===== config.mk =====
export PLATFORM = sky130hd
export DESIGN_NAME = filtro_biquad_cascada
export DESIGN_NICKNAME = d
export VERILOG_FILES = /design/src/rtl/filtro_biquad_cascada_pkg.sv /design/src/rtl/filtro_biquad_cascada_mac.sv /design/src/rtl/filtro_biquad_cascada.sv
export SDC_FILE = /design/constraint.sdc
export NUM_CORES = 2
export LEC_CHECK = 0
export ABC_AREA = 1
export CORE_UTILIZATION = 35
export DETAILED_ROUTE_END_ITERATION = 10
export DONT_BUFFER_PORTS = 1
export GPL_TIMING_DRIVEN = 0
export MAX_ROUTING_LAYER = met4
export PLACE_DENSITY = 0.55
export REMOVE_ABC_BUFFERS = 1
export SYNTH_ARGS = -nofsm -noshare
export SYNTH_HDL_FRONTEND = slang
export SYNTH_SLANG_ARGS = --single-unit

===== constraint.sdc =====
create_clock -name clk -period 13.3 [get_ports clk]
set_input_delay 3.325 -clock clk [delete_from_list [all_inputs] [get_ports clk]]
set_output_delay 3.325 -clock clk [all_outputs]
set_load 0.01 [all_outputs]

===== src/rtl/filtro_biquad_cascada_pkg.sv =====
// filtro_biquad_cascada_pkg: shared defaults, coefficient indices and FSM states
package filtro_biquad_cascada_pkg;
  localparam int N_DEF = 16;
  localparam int FRAC_DEF = 8;
  localparam logic [2:0] IDX_B0 = 3'd0;
  localparam logic [2:0] IDX_B1 = 3'd1;
  localparam logic [2:0] IDX_B2 = 3'd2;
  localparam logic [2:0] IDX_A1 = 3'd3;
  localparam logic [2:0] IDX_A2 = 3'd4;
  localparam logic [2:0] IDX_NUM = 3'd5;
  typedef enum logic {S_IDLE = 1'b0, S_CALC = 1'b1} state_e;
endpackage


===== src/rtl/filtro_biquad_cascada_mac.sv =====
// filtro_biquad_cascada_mac: multiply-accumulate with round-to-nearest and saturation
module filtro_biquad_cascada_mac #(
  parameter int N = 16,
  parameter int FRAC = 8
) (
  input  logic signed [2*N+2:0] acc_i,
  input  logic signed [N-1:0]   coef_i,
  input  logic signed [N-1:0]   data_i,
  input  logic                  sub_i,
  output logic signed [2*N+2:0] acc_o,
  output logic signed [N-1:0]   sat_o
);
  localparam int AW = 2*N+3;
  localparam logic signed [AW-1:0] HI = {{(AW-N+1){1'b0}}, {(N-1){1'b1}}};
  localparam logic signed [AW-1:0] LO = ~HI;
  logic signed [2*N-1:0] prod;
  logic signed [AW-1:0] rnd;
  always_comb begin
    prod = coef_i * data_i;
    acc_o = sub_i ? acc_i - AW'(prod) : acc_i + AW'(prod);
    rnd = (acc_o + (AW'(1) <<< (FRAC-1))) >>> FRAC;
    sat_o = (rnd > HI) ? HI[N-1:0] : (rnd < LO) ? LO[N-1:0] : rnd[N-1:0];
  end
endmodule


===== src/rtl/filtro_biquad_cascada.sv =====
// filtro_biquad_cascada: cascade of DF-II biquads sharing one MAC, five steps per section
module filtro_biquad_cascada
  import filtro_biquad_cascada_pkg::*;
#(
  parameter int N = N_DEF,
  parameter int FRAC = FRAC_DEF,
  parameter int SECTIONS = 2,
  parameter int SEC_W = 2
) (
  input  logic                 clk,
  input  logic                 reset,
  input  logic                 datolisto,
  input  logic [N-1:0]         uk,
  input  logic                 coef_we,
  input  logic [SEC_W+2:0]     coef_addr,
  input  logic [N-1:0]         coef_data,
  output logic [N-1:0]         yk,
  output logic                 resulisto,
  output logic                 ocupado,
  output logic                 perdido,
  output logic                 coef_err
);
  localparam int AW = 2*N+3;
  localparam int NS = 2**SEC_W;
  state_e state_q, state_d;
  logic [SEC_W-1:0] sec_q, sec_d, w_sec;
  logic [2:0] step_q, step_d, w_idx;
  logic signed [AW-1:0] acc_q, acc_in, acc_o;
  logic signed [N-1:0] x_q, x_d, fn_q, fn_d, yk_q, yk_d, mac_c, mac_x, sat_o;
  logic signed [N-1:0] f1_q [NS];
  logic signed [N-1:0] f2_q [NS];
  logic signed [N-1:0] coef_q [NS][5];
  logic res_q, res_d, perd_q, err_q, wr_ok, last_sec;
  filtro_biquad_cascada_mac #(.N(N), .FRAC(FRAC)) u_mac (
    .acc_i(acc_in), .coef_i(mac_c), .data_i(mac_x), .sub_i(step_q < 3'd2),
    .acc_o(acc_o), .sat_o(sat_o)
  );
  always_comb begin
    w_sec = coef_addr[SEC_W+2:3];
    w_idx = coef_addr[2:0];
    wr_ok = coef_we && state_q == S_IDLE && !datolisto && w_idx < IDX_NUM && int'(w_sec) < SECTIONS;
    last_sec = int'(sec_q) == SECTIONS-1;
    acc_in = step_q == 3'd0 ? AW'(x_q) <<< FRAC : step_q == 3'd2 ? '0 : acc_q;
    mac_c = step_q == 3'd0 ? coef_q[sec_q][IDX_A1] : step_q == 3'd1 ? coef_q[sec_q][IDX_A2] :
            step_q == 3'd2 ? coef_q[sec_q][IDX_B0] : step_q == 3'd3 ? coef_q[sec_q][IDX_B1] :
            coef_q[sec_q][IDX_B2];
    mac_x = step_q == 3'd2 ? fn_q : (step_q == 3'd0 || step_q == 3'd3) ? f1_q[sec_q] : f2_q[sec_q];
    state_d = state_q;
    sec_d = sec_q;
    step_d = step_q;
    x_d = x_q;
    fn_d = fn_q;
    yk_d = yk_q;
    res_d = 1'b0;
    if (state_q == S_IDLE) begin
      if (datolisto) begin
        state_d = S_CALC;
        x_d = uk;
        sec_d = '0;
        step_d = 3'd0;
      end
    end else begin
      step_d = step_q + 3'd1;
      if (step_q == 3'd1) fn_d = sat_o;
      if (step_q == 3'd4) begin
        x_d = sat_o;
        step_d = 3'd0;
        if (last_sec) begin
          state_d = S_IDLE;
          yk_d = sat_o;
          res_d = 1'b1;
        end else begin
          sec_d = sec_q + 1'b1;
        end
      end
    end
  end
  always_ff @(posedge clk) begin
    if (reset) begin
      state_q <= S_IDLE;
      sec_q <= '0;
      step_q <= '0;
      acc_q <= '0;
      x_q <= '0;
      fn_q <= '0;
      yk_q <= '0;
      res_q <= 1'b0;
      perd_q <= 1'b0;
      err_q <= 1'b0;
      for (int s = 0; s < NS; s++) begin
        f1_q[s] <= '0;
        f2_q[s] <= '0;
        for (int k = 0; k < 5; k++) coef_q[s][k] <= (k == int'(IDX_B0)) ? N'(1 << FRAC) : '0;
      end
    end else begin
      state_q <= state_d;
      sec_q <= sec_d;
      step_q <= step_d;
      acc_q <= acc_o;
      x_q <= x_d;
      fn_q <= fn_d;
      yk_q <= yk_d;
      res_q <= res_d;
      perd_q <= datolisto && state_q == S_CALC;
      err_q <= coef_we && !wr_ok;
      if (state_q == S_CALC && step_q == 3'd4) begin
        f2_q[sec_q] <= f1_q[sec_q];
        f1_q[sec_q] <= fn_q;
      end
      if (wr_ok) coef_q[w_sec][w_idx] <= coef_data;
    end
  end
  assign yk = yk_q;
  assign resulisto = res_q;
  assign ocupado = state_q == S_CALC;
  assign perdido = perd_q;
  assign coef_err = err_q;
endmodule


==> impl_metrics.ini <==
[die]
fp.dieArea_um2 = 110000
ios = 61
die_w_um = 332
rows = 120
fp.dieH_um = 332
initial_core_util_pct = 35.4
coreArea_um2 = 108000

[flow_run]
maxCapViolCount = 0

[clock_tree]
cts_tree = yes
ctsHtreeMaxLevel = 2
cts-root-buf = clkbuf_16
cts_buffer_depth = 3
clock-sinks = 542
insertion_delay_ns = 0.68
clkTransAtPathRegs_ns = 0.06
cts_made_buffers = 61

[detailed_routing]
dr.max_layer_used = met4
wl_met3_mm = 9.55
vias = 31000
viasPerCell = 4.97
wl_met1_mm = 53.5
wl_per_cell_um = 18.9
wl_mm = 118
dr.pass1.iters = 8
drcViolationCount = 0
first_iter_violations = 2731
dr_wl_met2_mm = 52.4
ant_nets = 0

[run_status]
status = finished, final reports clean

[critical_path]
worst_path_most_repeated_cell = nand2_1
cpPeakStageDelay_ns = 0.57
critPathKind = register to register
start_kind = register
worstPathMaxFanout = 23
worstPathRequired_ns = 13.82
cpLargestDelayFamily = adder cells
cp-end-kind = register
worst-path-buf-inv = 18
cpMaxStageDelayCell = a31oi_2
cp_data_arrival_time_ns = 13.14

[sta]
finalCriticalPeriod_ns = 12.62
slew_viol_final = 0
whs_ns = 0.467
finClkSkew_ns = 0.0653
report.final.hold_viol_count = 0
maxSlewHeadroom_pct = 19.9
finalCritPeriodShare_pct = 94.9
setup_ws_ns = 0.678
setup_viol = 0
fmax_mhz = 79.2
worstMarginPinSlew_ns = 1.20

[layout]
drive_gt1_share_pct = 6.71
areaGrowthSynthToFinish_pct = 14.4
utilization_pct = 40.5
stdcell_area_um2 = 43500
nets = 5220

[logic_synthesis]
synthFlopType = edfxtp_1
synth-edff-count = 448
synth_most_common_cell = nand2_1
synthTopCellsByCount = nand2_1 (1026), nor2_1 (862), inv_1 (741)
yosys-top-cells-area = edfxtp_1 (35%), fa_1 (14%), nand2_1 (10%)
async_reset_ff_share_pct = 0
ys_ff_latch = 542
ys_seq_area_share_pct = 40.3
syn_inst = 4674
synth_area_per_cell_um2 = 8.15
yosys_warnings = 0
synth_area_um2 = 38100
synth_top_area_share_pct = 35.3
yosysUniqueCellTypes = 49
synth_top_area_cell = edfxtp_1

[global_routing]
grt_pass1_vias = 30000
antenna_found_initial = 5
track_usage_pct = 21.8
grt_max_degree = 234
overflow = 0
grt_first_pass_wirelength_mm = 180

[placed_design]
placed_area_um2 = 40300
place_ws_ns = -2.14
gp_congestion = 0.919
dpl.hpwl_mm = 81.0
port_buffers = 0

[hold_path]
hp-class = register to register
## worst min-delay path: stages (launching register included)
cell	delay, ns
dfxtp_1	0.31
nand2_1	0.06
a21oi_1	0.05
## worst paths after layout
| check | depth (start not counted) | slack [ns] | start | endpoint |
|---|---|---|---|---|
| setup / recovery | 64 | 0.68 | step_q[0] | fn_q[3] |
| hold / removal | 2 | 0.47 | x_q[11] | x_q[11] |
| setup reg to reg | 64 | 0.68 | step_q[0] | fn_q[3] |
| hold reg to reg | 2 | 0.47 | x_q[11] | x_q[11] |
## per-layer routing
| metal | global-route usage (%) | up-vias |
|---|---|---|
| li1 | - | 15000 |
| met4 | 4.47 | 0 |
| met5 | - | - |
| met3 | 4.36 | 151 |
| met2 | 33.5 | 997 |
| met1 | 29.7 | 14900 |
## registers in the layout, indices dropped and copies added, names as in the netlist, named ones only
signal     cells
perdido        1
f2_q          64
ocupado        1
f1_q          64
coef_err       1
sec_q          2
yk            16
resulisto      1
fn_q          16
acc_q         35
x_q           16
coef_q       320
step_q         3
## timing repair
action | in CTS | in global routing
hold buffers | 0 | 0
hold endpoints to repair | 0 | 0
pin swaps | 1 | 11
endpoints found under the setup margin | 49 | 46
gates cloned | 1 | 3
buffers inserted | 16 | 36
gates resized for setup | 77 | 58
## cell families after synthesis
group	synth area share, %
compound gates	7.78
xor+xnor	1.20
fa+ha+maj	17.9
buf+inv	9.49
flops	40.3
other cells	0.0197
simple gates	23.3
## per-stage QoR
stage	setup TNS, ns	std cells
2_1_floorplan	-256.66	4652
4_1_cts	0	6208
6_report	0	6248
3_3_place_gp	-1794.34	6055
5_1_grt	-0.636	6248
3_5_place_dp	-73.75	6076
## final cells by class
| type | count | area, um^2 |
|---|---|---|
| clock buffers | 76 | 1650 |
| fillers | 11000 | 64000 |
| multi-input cells | 3337 | 20300 |
| diodes | 1 | 2.50 |
| clock inverters | 39 | 497 |
| inverters | 774 | 3000 |
| flip-flops and latches | 542 | 15300 |
| repair buffers | 76 | 1020 |
| well taps | 1403 | 1760 |
## cells in the final DEF (no fill, tap or decap), types with 11 or more instances in the layout
master	synthesis	final
o22ai_1	61	61
ha_1	124	118
o221ai_1	23	23
xor2_1	34	34
clkinv_2	0	22
fa_1	263	262
nand4_1	53	53
a21oi_4	0	11
clkbuf_16	0	63
nand2_1	1026	996
edfxtp_1	448	448
a221o_1	12	12
o21ai_0	207	207
nor2_2	8	17
o211ai_1	16	16
clkinvlp_4	0	16
clkinv_1	30	22
xnor2_1	18	18
nand3_1	222	222
a21oi_1	149	135
buf_4	0	43
nand2_2	1	25
dfxtp_1	94	88
inv_1	741	720
conb_1	2	160
nor3_1	23	20
nor2_1	862	851
buf_12	0	12
Power is not shown: default switching activity piles up to over one toggle a cycle in this logic, so the estimate is an artifact.
